### src/rtl/lut_decoder_pipe.sv
// Registered, run-time programmable lookup decoder with a valid/ready output stage and a sticky write lock.
// Optional per-entry parity (y_par, par_err) is enabled by defining LUT_DECODER_PARITY_EN.
module lut_decoder_pipe #(
  parameter int IN_W  = 3,
  parameter int OUT_W = 4,
  parameter logic [OUT_W*(2**IN_W)-1:0] INIT = 32'h20D9C7A4
) (
  input  logic             clk,
  input  logic             rst_n,
  input  logic             in_valid,
  output logic             in_ready,
  input  logic [IN_W-1:0]  x,
  output logic             out_valid,
  input  logic             out_ready,
  output logic [OUT_W-1:0] y,
  input  logic             wr_en,
  input  logic [IN_W-1:0]  wr_addr,
  input  logic [OUT_W-1:0] wr_data,
  input  logic             lock,
  output logic             locked,
`ifdef LUT_DECODER_PARITY_EN
  output logic             y_par,
  output logic             par_err,
`endif
  output logic             wr_err
);

  localparam int DEPTH = 1 << IN_W;

  logic [OUT_W-1:0] lut_q [DEPTH];
  logic [OUT_W-1:0] rd_data;
  logic [OUT_W-1:0] y_q, y_d;
  logic             out_valid_q, out_valid_d;
  logic             locked_q, locked_d;
  logic             wr_err_q, wr_err_d;
  logic             accept;
  logic             lut_we;

  assign in_ready = !out_valid_q || out_ready;
  assign accept   = in_valid && in_ready;
  assign rd_data  = lut_q[x];
  assign lut_we   = wr_en && !locked_q;

  // NOTE: every signal gets a default at the top of always_comb so no path
  // leaves it unassigned; a missing default is how latches sneak in.
  always_comb begin
    out_valid_d = out_valid_q;
    y_d         = y_q;
    if (accept) begin
      out_valid_d = 1'b1;
      y_d         = rd_data;
    end else if (out_ready) begin
      out_valid_d = 1'b0;
    end
    locked_d = locked_q || lock;
    wr_err_d = wr_err_q || (wr_en && locked_q);
  end

  // NOTE: the table is a small flop array, so the async reset reloads every
  // entry from INIT; a RAM macro could not do this and would need an init FSM.
  always_ff @(posedge clk or negedge rst_n) begin
    if (!rst_n) begin
      for (int i = 0; i < DEPTH; i++) lut_q[i] <= INIT[i*OUT_W +: OUT_W];
    end else if (lut_we) begin
      lut_q[wr_addr] <= wr_data;
    end
  end

  // NOTE: non-blocking assignments keep read-before-write: a lookup and a
  // write to the same entry on one edge both see the pre-edge table.
  always_ff @(posedge clk or negedge rst_n) begin
    if (!rst_n) begin
      out_valid_q <= 1'b0;
      y_q         <= '0;
      locked_q    <= 1'b0;
      wr_err_q    <= 1'b0;
    end else begin
      out_valid_q <= out_valid_d;
      y_q         <= y_d;
      locked_q    <= locked_d;
      wr_err_q    <= wr_err_d;
    end
  end

  assign out_valid = out_valid_q;
  assign y         = y_q;
  assign locked    = locked_q;
  assign wr_err    = wr_err_q;

`ifdef LUT_DECODER_PARITY_EN
  logic lut_par_q [DEPTH];
  logic y_par_q, y_par_d;
  logic par_err_q, par_err_d;

  always_comb begin
    y_par_d   = accept ? ^rd_data : y_par_q;
    par_err_d = par_err_q || (accept && (lut_par_q[x] != ^rd_data));
  end

  // Stored parity is taken from the incoming word at load/write time, so a
  // corrupted data bit shows up as a mismatch on the next lookup of that entry.
  always_ff @(posedge clk or negedge rst_n) begin
    if (!rst_n) begin
      for (int i = 0; i < DEPTH; i++) lut_par_q[i] <= ^INIT[i*OUT_W +: OUT_W];
    end else if (lut_we) begin
      lut_par_q[wr_addr] <= ^wr_data;
    end
  end

  always_ff @(posedge clk or negedge rst_n) begin
    if (!rst_n) begin
      y_par_q   <= 1'b0;
      par_err_q <= 1'b0;
    end else begin
      y_par_q   <= y_par_d;
      par_err_q <= par_err_d;
    end
  end

  assign y_par   = y_par_q;
  assign par_err = par_err_q;
`endif

endmodule

### config.mk
export PLATFORM = sky130hd
export DESIGN_NAME = lut_decoder_pipe
export DESIGN_NICKNAME = d
export VERILOG_FILES = /design/src/rtl/lut_decoder_pipe.sv
export SDC_FILE = /design/constraint.sdc
export NUM_CORES = 1
export LEC_CHECK = 0
export ABC_AREA = 1
export CAP_MARGIN = 20
export CELL_PAD_IN_SITES_DETAIL_PLACEMENT = 1
export CELL_PAD_IN_SITES_GLOBAL_PLACEMENT = 1
export CORE_MARGIN = 5
export CORE_UTILIZATION = 43
export DETAILED_ROUTE_END_ITERATION = 8
export GPL_ROUTABILITY_DRIVEN = 0
export PLACE_DENSITY = 0.79
export SETUP_SLACK_MARGIN = 0.05
export SLEW_MARGIN = 20
export SYNTH_ARGS = -nofsm -noshare
export SYNTH_HDL_FRONTEND = slang
export SYNTH_SLANG_ARGS = --single-unit
### constraint.sdc
create_clock -name clk -period 2.01 [get_ports clk]
set_input_delay 0.402 -clock clk [delete_from_list [all_inputs] [get_ports clk]]
set_output_delay 0.402 -clock clk [all_outputs]
set_load 0.05 [all_outputs]
==> flow_metrics.tcl, run 1 <==
set metrics [dict create \
    status "finished, final reports clean" \
    stdcell_area_um2 2280 \
    synth_cells 234 \
    critPathKind "reg2out" \
    ctsResizeCount 0 \
    netSwitchingFraction_pct 26.1 \
    die-area_um2 5760 \
    drive_gt1_share_pct 13.3 \
    syn_area_per_cell_um2 7.98 \
    cts_buffers 5 \
    crit_fanout 4 \
    routed-via-count 1546 \
    final_max_slew_viol_count 0 \
    synth_area_um2 1870 \
    htreeDepth 2 \
    cts_hold_buf 0 \
    wl_per_cell_um 15.0 \
    grt_usage_pct 17.7 \
    vdd_drop_max_mv 0.462 \
    critPathTopFamily "buffers and inverters" \
    hpwl_um 3650 \
    sequentialPowerShare_pct 47.2 \
    rsz0062_at_grt "no" \
    diodes 0 \
    fin_skew_ns 0.00716 \
    first_pass_iters 5 \
    numPortBuffers 23 \
    clk_path_buf_depth 2 \
    initial_core_util_pct 43.5 \
    ys.warnings.count 0 \
    layout_commonest_cell "nand2_1" \
    grt.met2_usage_pct 31.6 \
    hold_violations 0 \
    max_freq_ghz 0.528 \
    finalCriticalPeriod_ns 1.89 \
    clkPwrFrac_pct 38.1 \
    vias_per_cell 4.91 \
    ys_types 18 \
    yosys_register_bits 39 \
    power.switching_uw 465 \
    final_cells 315 \
    cp.arrival_ns 1.49 \
    grt-busiest-layer "met2" \
    cts_tree "yes" \
    dpl-instance-area_um2 2160 \
    antenna_found_initial 0 \
    die_x_um 75.9 \
    coreArea_um2 4290 \
    grt_overflow 0 \
    p_per_area_nw_per_um2 782 \
    met3_usage_pct 2.61 \
    drt-total-wl_um 4720 \
    internal-power_uw 1320 \
    path_buf_inv 1 \
    ys_seq_area_share_pct 53.2 \
    endpoint_kind "output pin" \
    cts_root_buf "clkbuf_8" \
    num_io_pins 24 \
    min_period_over_period_pct 94.2 \
    rows 24 \
    setup_viol 0 \
    clock_latency_ns 0.30 \
    max_cap_violations 0 \
    grt_pass1_vias 1675 \
    ant_nets 0 \
    required_ns 1.61 \
    path_clk_slew_ns 0.08 \
    combPwrFrac_pct 14.7 \
    critPathLaunchType "flip-flop" \
    final_cell_mix "81 x nand2_1, 35 x inv_1, 31 x o21ai_0" \
    hold_class "in2async" \
    grtUsageMet1_pct 20.4 \
    slew_headroom_pct 66.0 \
    synth_fp_nets 250 \
    grt_max_degree 40 \
    max_stage_delay_ns 0.81 \
    cp_slowest_cell "clkdlybuf4s50_1" \
    nets 278 \
    tightestPinTransition_ns 0.509 \
    clock_sinks 39 \
    fin_setup_tns_ns 0 \
    drc 0 \
    leakagePower_uw 0.00106 \
    postCtsSetupBuffers 0 \
    dp_cells 307 \
    first_iter_violations 94 \
    grt_pass1_wl_um 8150 \
    die_h_um 75.9 \
    path_cells "clkdlybuf4s50_1" \
    synthToLayoutAreaGrowth_pct 21.9 \
]
==> cell usage after synthesis <==
library cell,number,area share (%)
buf_4,2,0.80
buf_2,1,0.27
nand3_1,27,7.2
dfrtp_1,25,33
inv_1,35,7.0
o21ai_0,31,8.3
dfstp_2,14,20
nor3_4,3,2.6
nand2_1,81,16
nand4_1,1,0.34
inv_2,3,0.60
nor2_1,5,1.0
a21o_1,1,0.40
clkbuf_1,1,0.20
o21ai_1,1,0.27
or2_2,1,0.34
nand3_2,1,0.54
nor2_4,1,0.60
==> stage by stage <==
| step | hold slack (ns) | worst slack, ns | total power (uW) | util, % |
|---|---|---|---|---|
| after global routing | 0.204 | 0.0540 | 1860 | 53.0 |
| after CTS | 0.171 | 0.0974 | 1800 | 53.0 |
| after global placement | 0.444 | 0.262 | 1110 | 50.3 |
| final | 0.148 | 0.116 | 1780 | 53.0 |
| after floorplan | 0.106 | 0.357 | 993 | - |
| after detailed placement | 0.448 | 0.174 | 1120 | 50.3 |
==> kinds of logic (layout without fill, tap and decap cells) <==
group | after synthesis | after routing | synth area share (%)
flip-flops | 39 | 39 | 53.2
buffers and inverters | 42 | 71 | 8.91
AO/OA/AOI/OAI | 33 | 33 | 8.98
AND/OR/NAND/NOR | 120 | 120 | 28.9
==> layer usage <==
| layer | part of all wire, % | vias up |
|---|---|---|
| li1 | - | 784 |
| met1 | 44 | 720 |
| met2 | 50 | 33 |
| met3 | 3.8 | 9 |
| met4 | 2.3 | 0 |
| met5 | 0 | - |
==> registers in the layout (all words and copies together) (netlist names) <==
name / cells
wr_err: 1
out_valid: 1
locked: 1
y: 4
lut_q: 32
==> worst paths after layout <==
check                            startpoint  slack, ns                    end  depth (start not counted)
hold / removal                        rst_n       0.15   lut_q[0]$_DFFE_PN0P_                          2
setup reg to reg           locked$_DFF_PN0_       0.71  lut_q[13]$_DFFE_PN0P_                          5
max in group asynchronous             rst_n       1.47   lut_q[1]$_DFFE_PN1P_                          2
min in group clk           wr_err$_DFF_PN0_       0.46       wr_err$_DFF_PN0_                          1
hold reg to reg            wr_err$_DFF_PN0_       0.46       wr_err$_DFF_PN0_                          1
setup / recovery           locked$_DFF_PN0_       0.12                 locked                          1
==> cell type report <==
cell class,count,area (um^2)
clock buffers,6,82.6
clock inverters,2,35.0
fillers,536,2020
inverters,38,143
multi-input cells,153,708
flip-flops and latches,39,993
well taps,52,65.1
repair buffers,25,250
==> power by group through the flow <==
stage / registers, uW / logic [uW] / clock network (uW)
after floorplan: 905 / 88.2 / 0
final: 840 / 261 / 679
after global placement: 851 / 259 / 0
after CTS: 841 / 266 / 689
after detailed placement: 855 / 264 / 0
after global routing: 844 / 287 / 729
Note: power is estimated with default switching activity, not from simulation.
==> run 2: changes to the inputs <==
- CORE_UTILIZATION: 43 -> 40
- PLACE_DENSITY: 0.79 -> 0.74
==> flow_metrics.tcl, run 2 (same netlist as run 1, synthesis figures left out) <==
set metrics [dict create \
    hold_violations 0 \
    drc 0 \
    grt.met2_usage_pct 26.5 \
    die-area_um2 6140 \
    max_stage_delay_ns 0.81 \
    cts_tree "yes" \
    num_io_pins 24 \
    clock_latency_ns 0.29 \
    grtUsageMet1_pct 22.1 \
    routed-via-count 1499 \
    fin_setup_tns_ns 0 \
    max_freq_ghz 0.534 \
    clock_sinks 39 \
    coreArea_um2 4440 \
    first_iter_violations 76 \
    grt-busiest-layer "met2" \
    path_depth 1 \
    leakagePower_uw 0.00104 \
    grt_overflow 0 \
    critPathTopFamily "buffers and inverters" \
    rsz0062_at_grt "no" \
    layout_commonest_cell "nand2_1" \
    path_cells "clkdlybuf4s50_1" \
    vias_per_cell 4.76 \
    antenna_found_initial 0 \
    wl_per_cell_um 14.1 \
    status "finished, final reports clean" \
    path_clk_slew_ns 0.08 \
    r2r_cells 5 \
    max_cap_violations 0 \
    cts_root_buf "clkbuf_8" \
    die_h_um 78.3 \
    ctsResizeCount 0 \
    met3_usage_pct 3.32 \
    die_x_um 78.3 \
    rows 24 \
    initial_core_util_pct 42.0 \
    critPathKind "reg2out" \
    crit_fanout 4 \
    grt_usage_pct 16.1 \
    final_cell_mix "81 x nand2_1, 35 x inv_1, 31 x o21ai_0" \
    slew_headroom_pct 66.9 \
    first_pass_iters 4 \
    grt_pass1_wl_um 7820 \
    top_register "lut_q" \
    required_ns 1.61 \
    p_per_area_nw_per_um2 718 \
    drive_gt1_share_pct 13.3 \
    cp.arrival_ns 1.47 \
    cp_slowest_cell "clkdlybuf4s50_1" \
    final_max_slew_viol_count 0 \
    finalCriticalPeriod_ns 1.87 \
    diodes 0 \
    grt_pass1_vias 1591 \
    hold_class "in2async" \
    path_buf_inv 1 \
    dp_cells 307 \
    min_period_over_period_pct 93.2 \
    final_cells 315 \
    numPortBuffers 23 \
    vdd_drop_max_mv 0.451 \
    endpoint_kind "output pin" \
    clk_path_buf_depth 2 \
    cts_buffers 5 \
    drt-total-wl_um 4430 \
    nets 278 \
    synthToLayoutAreaGrowth_pct 20.4 \
    finalPower_uw 1610 \
    cts_hold_buf 0 \
    fin_skew_ns 0.00898 \
    postCtsSetupBuffers 0 \
    setup_viol 0 \
    largest_register_ffs 32 \
    tightestPinTransition_ns 0.495 \
    critPathLaunchType "flip-flop" \
    fill_cells 571 \
    hpwl_um 3470 \
    final_core_util_pct 50.6 \
    ant_nets 0 \
    htreeDepth 2 \
    grt_max_degree 40 \
]
[run 2: cell types whose count changed in the layout (fill, tap and decap cells not counted)]
cell	delta
clkinvlp_4	+2
bufinv_16	-1
clkbuf_8	-1
[run 2: final cells by class]
class | count | area [um^2] | share of cell area, %
multi-input combinational | 153 | 708 | 31.5
clock buffer | 5 | 68.8 | 3.06
timing repair buffer | 25 | 250 | 11.1
inverter | 38 | 143 | 6.34
tap | 52 | 65.1 | 2.89
sequential | 39 | 993 | 44.2
clock inverter | 3 | 20.0 | 0.890
[run 2: per-stage QoR]
| stage | area [um^2] | hold slack (ns) | worst slack (ns) |
|---|---|---|---|
| final | 2250 | 0.152 | 0.137 |
| after global routing | 2250 | 0.194 | 0.0717 |
| after CTS | 2250 | 0.170 | 0.119 |
| after detailed placement | 2160 | 0.453 | 0.173 |
| after global placement | 2160 | 0.457 | 0.224 |
| after floorplan | 1870 | 0.106 | 0.357 |
[run 2: power by group]
part           total [uW]  leakage (uW)  internal, uW  switching, uW
combinational         258      0.000553          90.0            168
clock                 517     0.0000402           241            276
sequential            838      0.000445           824           14.6
total                1610       0.00104          1150            459
[run 2: routing by layer]
| layer | vias up | part of all wire (%) |
|---|---|---|
| met2 | 16 | 46 |
| met1 | 690 | 50 |
| li1 | 789 | - |
| met4 | 0 | 0.65 |
| met5 | - | 0 |
| met3 | 4 | 2.8 |
[run 2: worst paths after layout]
path | from | to | slack (ns)
worst max-delay path | locked$_DFF_PN0_ | locked | 0.14
worst min-delay path | rst_n | lut_q[0]$_DFFE_PN0P_ | 0.15
max in group asynchronous | rst_n | lut_q[22]$_DFFE_PN1P_ | 1.49
min in group clk | wr_err$_DFF_PN0_ | wr_err$_DFF_PN0_ | 0.46
worst min register to register | wr_err$_DFF_PN0_ | wr_err$_DFF_PN0_ | 0.46
worst max register to register | locked$_DFF_PN0_ | lut_q[10]$_DFFE_PN1P_ | 0.73
==> run 3: changes to the inputs <==
- CORE_MARGIN: 5 -> not set
==> flow_metrics.tcl, run 3 (same netlist as run 1, synthesis figures left out) <==
set metrics [dict create \
    internal-power_uw 1410 \
    routed-via-count 1560 \
    fin_skew_ns 0.00589 \
    largest_register_ffs 32 \
    numPortBuffers 23 \
    postCtsSetupBuffers 0 \
    dpl-instance-area_um2 2170 \
    grt_overflow 0 \
    endpoint_kind "output pin" \
    hold_class "in2async" \
    leakagePower_uw 0.00107 \
    cts_root_buf "clkbuf_8" \
    sequentialPowerShare_pct 44.4 \
    slew_headroom_pct 67.1 \
    status "finished, final reports clean" \
    min_period_over_period_pct 94.2 \
    cts_hold_buf 0 \
    hold_violations 0 \
    drive_gt1_share_pct 13.3 \
    critPathLaunchType "flip-flop" \
    grt_max_degree 40 \
    finalCriticalPeriod_ns 1.89 \
    worstReg2RegStart "locked$_DFF_PN0_" \
    required_ns 1.61 \
    combPwrFrac_pct 13.9 \
    drc 0 \
    critPathKind "reg2out" \
    nets 279 \
    grt_pass1_wl_um 8290 \
    rsz0062_at_grt "no" \
    cts_buffers 5 \
    crit_fanout 4 \
    cp_slowest_cell "clkdlybuf4s50_1" \
    final_cell_mix "81 x nand2_1, 35 x inv_1, 31 x o21ai_0" \
    hold_ws_ns 0.141 \
    first_iter_violations 89 \
    cp.arrival_ns 1.49 \
    clkPwrFrac_pct 41.7 \
    power.switching_uw 476 \
    max_cap_violations 0 \
    clock_sinks 39 \
    fin_setup_tns_ns 0 \
    cts_tree "yes" \
    ant_nets 0 \
    clk_path_buf_depth 2 \
    max_freq_ghz 0.528 \
    tightestPinTransition_ns 0.492 \
    netSwitchingFraction_pct 25.2 \
    wl_per_cell_um 15.0 \
    drt-total-wl_um 4730 \
    ctsResizeCount 0 \
    antenna_found_initial 0 \
    first_pass_iters 4 \
    startpoint "locked$_DFF_PN0_" \
    p_per_area_nw_per_um2 820 \
    path_clk_slew_ns 0.08 \
    grt_pass1_vias 1695 \
    layout_commonest_cell "nand2_1" \
    hpwl_um 3350 \
    die_x_um 70.3 \
    vias_per_cell 4.94 \
    clock_latency_ns 0.30 \
    final_max_slew_viol_count 0 \
    rows 24 \
    grt_usage_pct 22.1 \
    stdcell_area_um2 2300 \
    htreeDepth 2 \
    top_register "lut_q" \
    critPathTopFamily "buffers and inverters" \
    initial_core_util_pct 42.3 \
    die-area_um2 4950 \
    die_h_um 70.3 \
    diodes 0 \
    coreArea_um2 4410 \
    vdd_drop_max_mv 0.551 \
    num_io_pins 24 \
    max_stage_delay_ns 0.81 \
    synthToLayoutAreaGrowth_pct 23.1 \
    path_cells "clkdlybuf4s50_1" \
    path_buf_inv 1 \
    setup_viol 0 \
]
==> run 3: layout make-up <==
cell class | count | area (um^2)
repair buffers | 26 | 258
clock buffers | 6 | 72.6
flip-flops and latches | 39 | 993
clock inverters | 2 | 60.1
well taps | 52 | 65.1
fillers | 538 | 2110
multi-input cells | 153 | 708
inverters | 38 | 143
==> run 3: per-layer routing <==
metal,part of all wire (%),track usage (%)
met1,46,27.9
met2,48,36.4
met3,3.9,4.18
met4,1.8,10.4
met5,0,0
==> run 3: power groups by stage <==
stage               clock, uW  combinational (uW)  sequential, uW
floorplan                   0                88.2             905
global placement            0                 263             852
detailed placement          0                 265             853
CTS                       797                 267             839
global route              820                 289             843
finish                    786                 262             838
==> run 3: path summary, 6_finish.rpt <==
path | end | slack, ns | cells past startpoint
worst max register to register | lut_q[13]$_DFFE_PN0P_ | 0.67 | 6
min in group clk | wr_err$_DFF_PN0_ | 0.46 | 1
max in group asynchronous | lut_q[20]$_DFFE_PN1P_ | 1.49 | 2
worst min-delay path | lut_q[0]$_DFFE_PN0P_ | 0.14 | 2
worst min register to register | wr_err$_DFF_PN0_ | 0.46 | 1
worst max-delay path | locked | 0.12 | 1
==> run 3: stage by stage <==
| step | power (uW) | util, % | cells | worst slack [ns] |
|---|---|---|---|---|
| 2_1_floorplan | 993 | - | 234 | 0.357 |
| 3_3_place_gp | 1110 | 49.1 | 308 | 0.228 |
| 3_5_place_dp | 1120 | 49.1 | 308 | 0.194 |
| 4_1_cts | 1900 | 52.1 | 316 | 0.0996 |
| 5_1_grt | 1950 | 52.1 | 316 | 0.0705 |
| 6_report | 1890 | 52.1 | 316 | 0.117 |
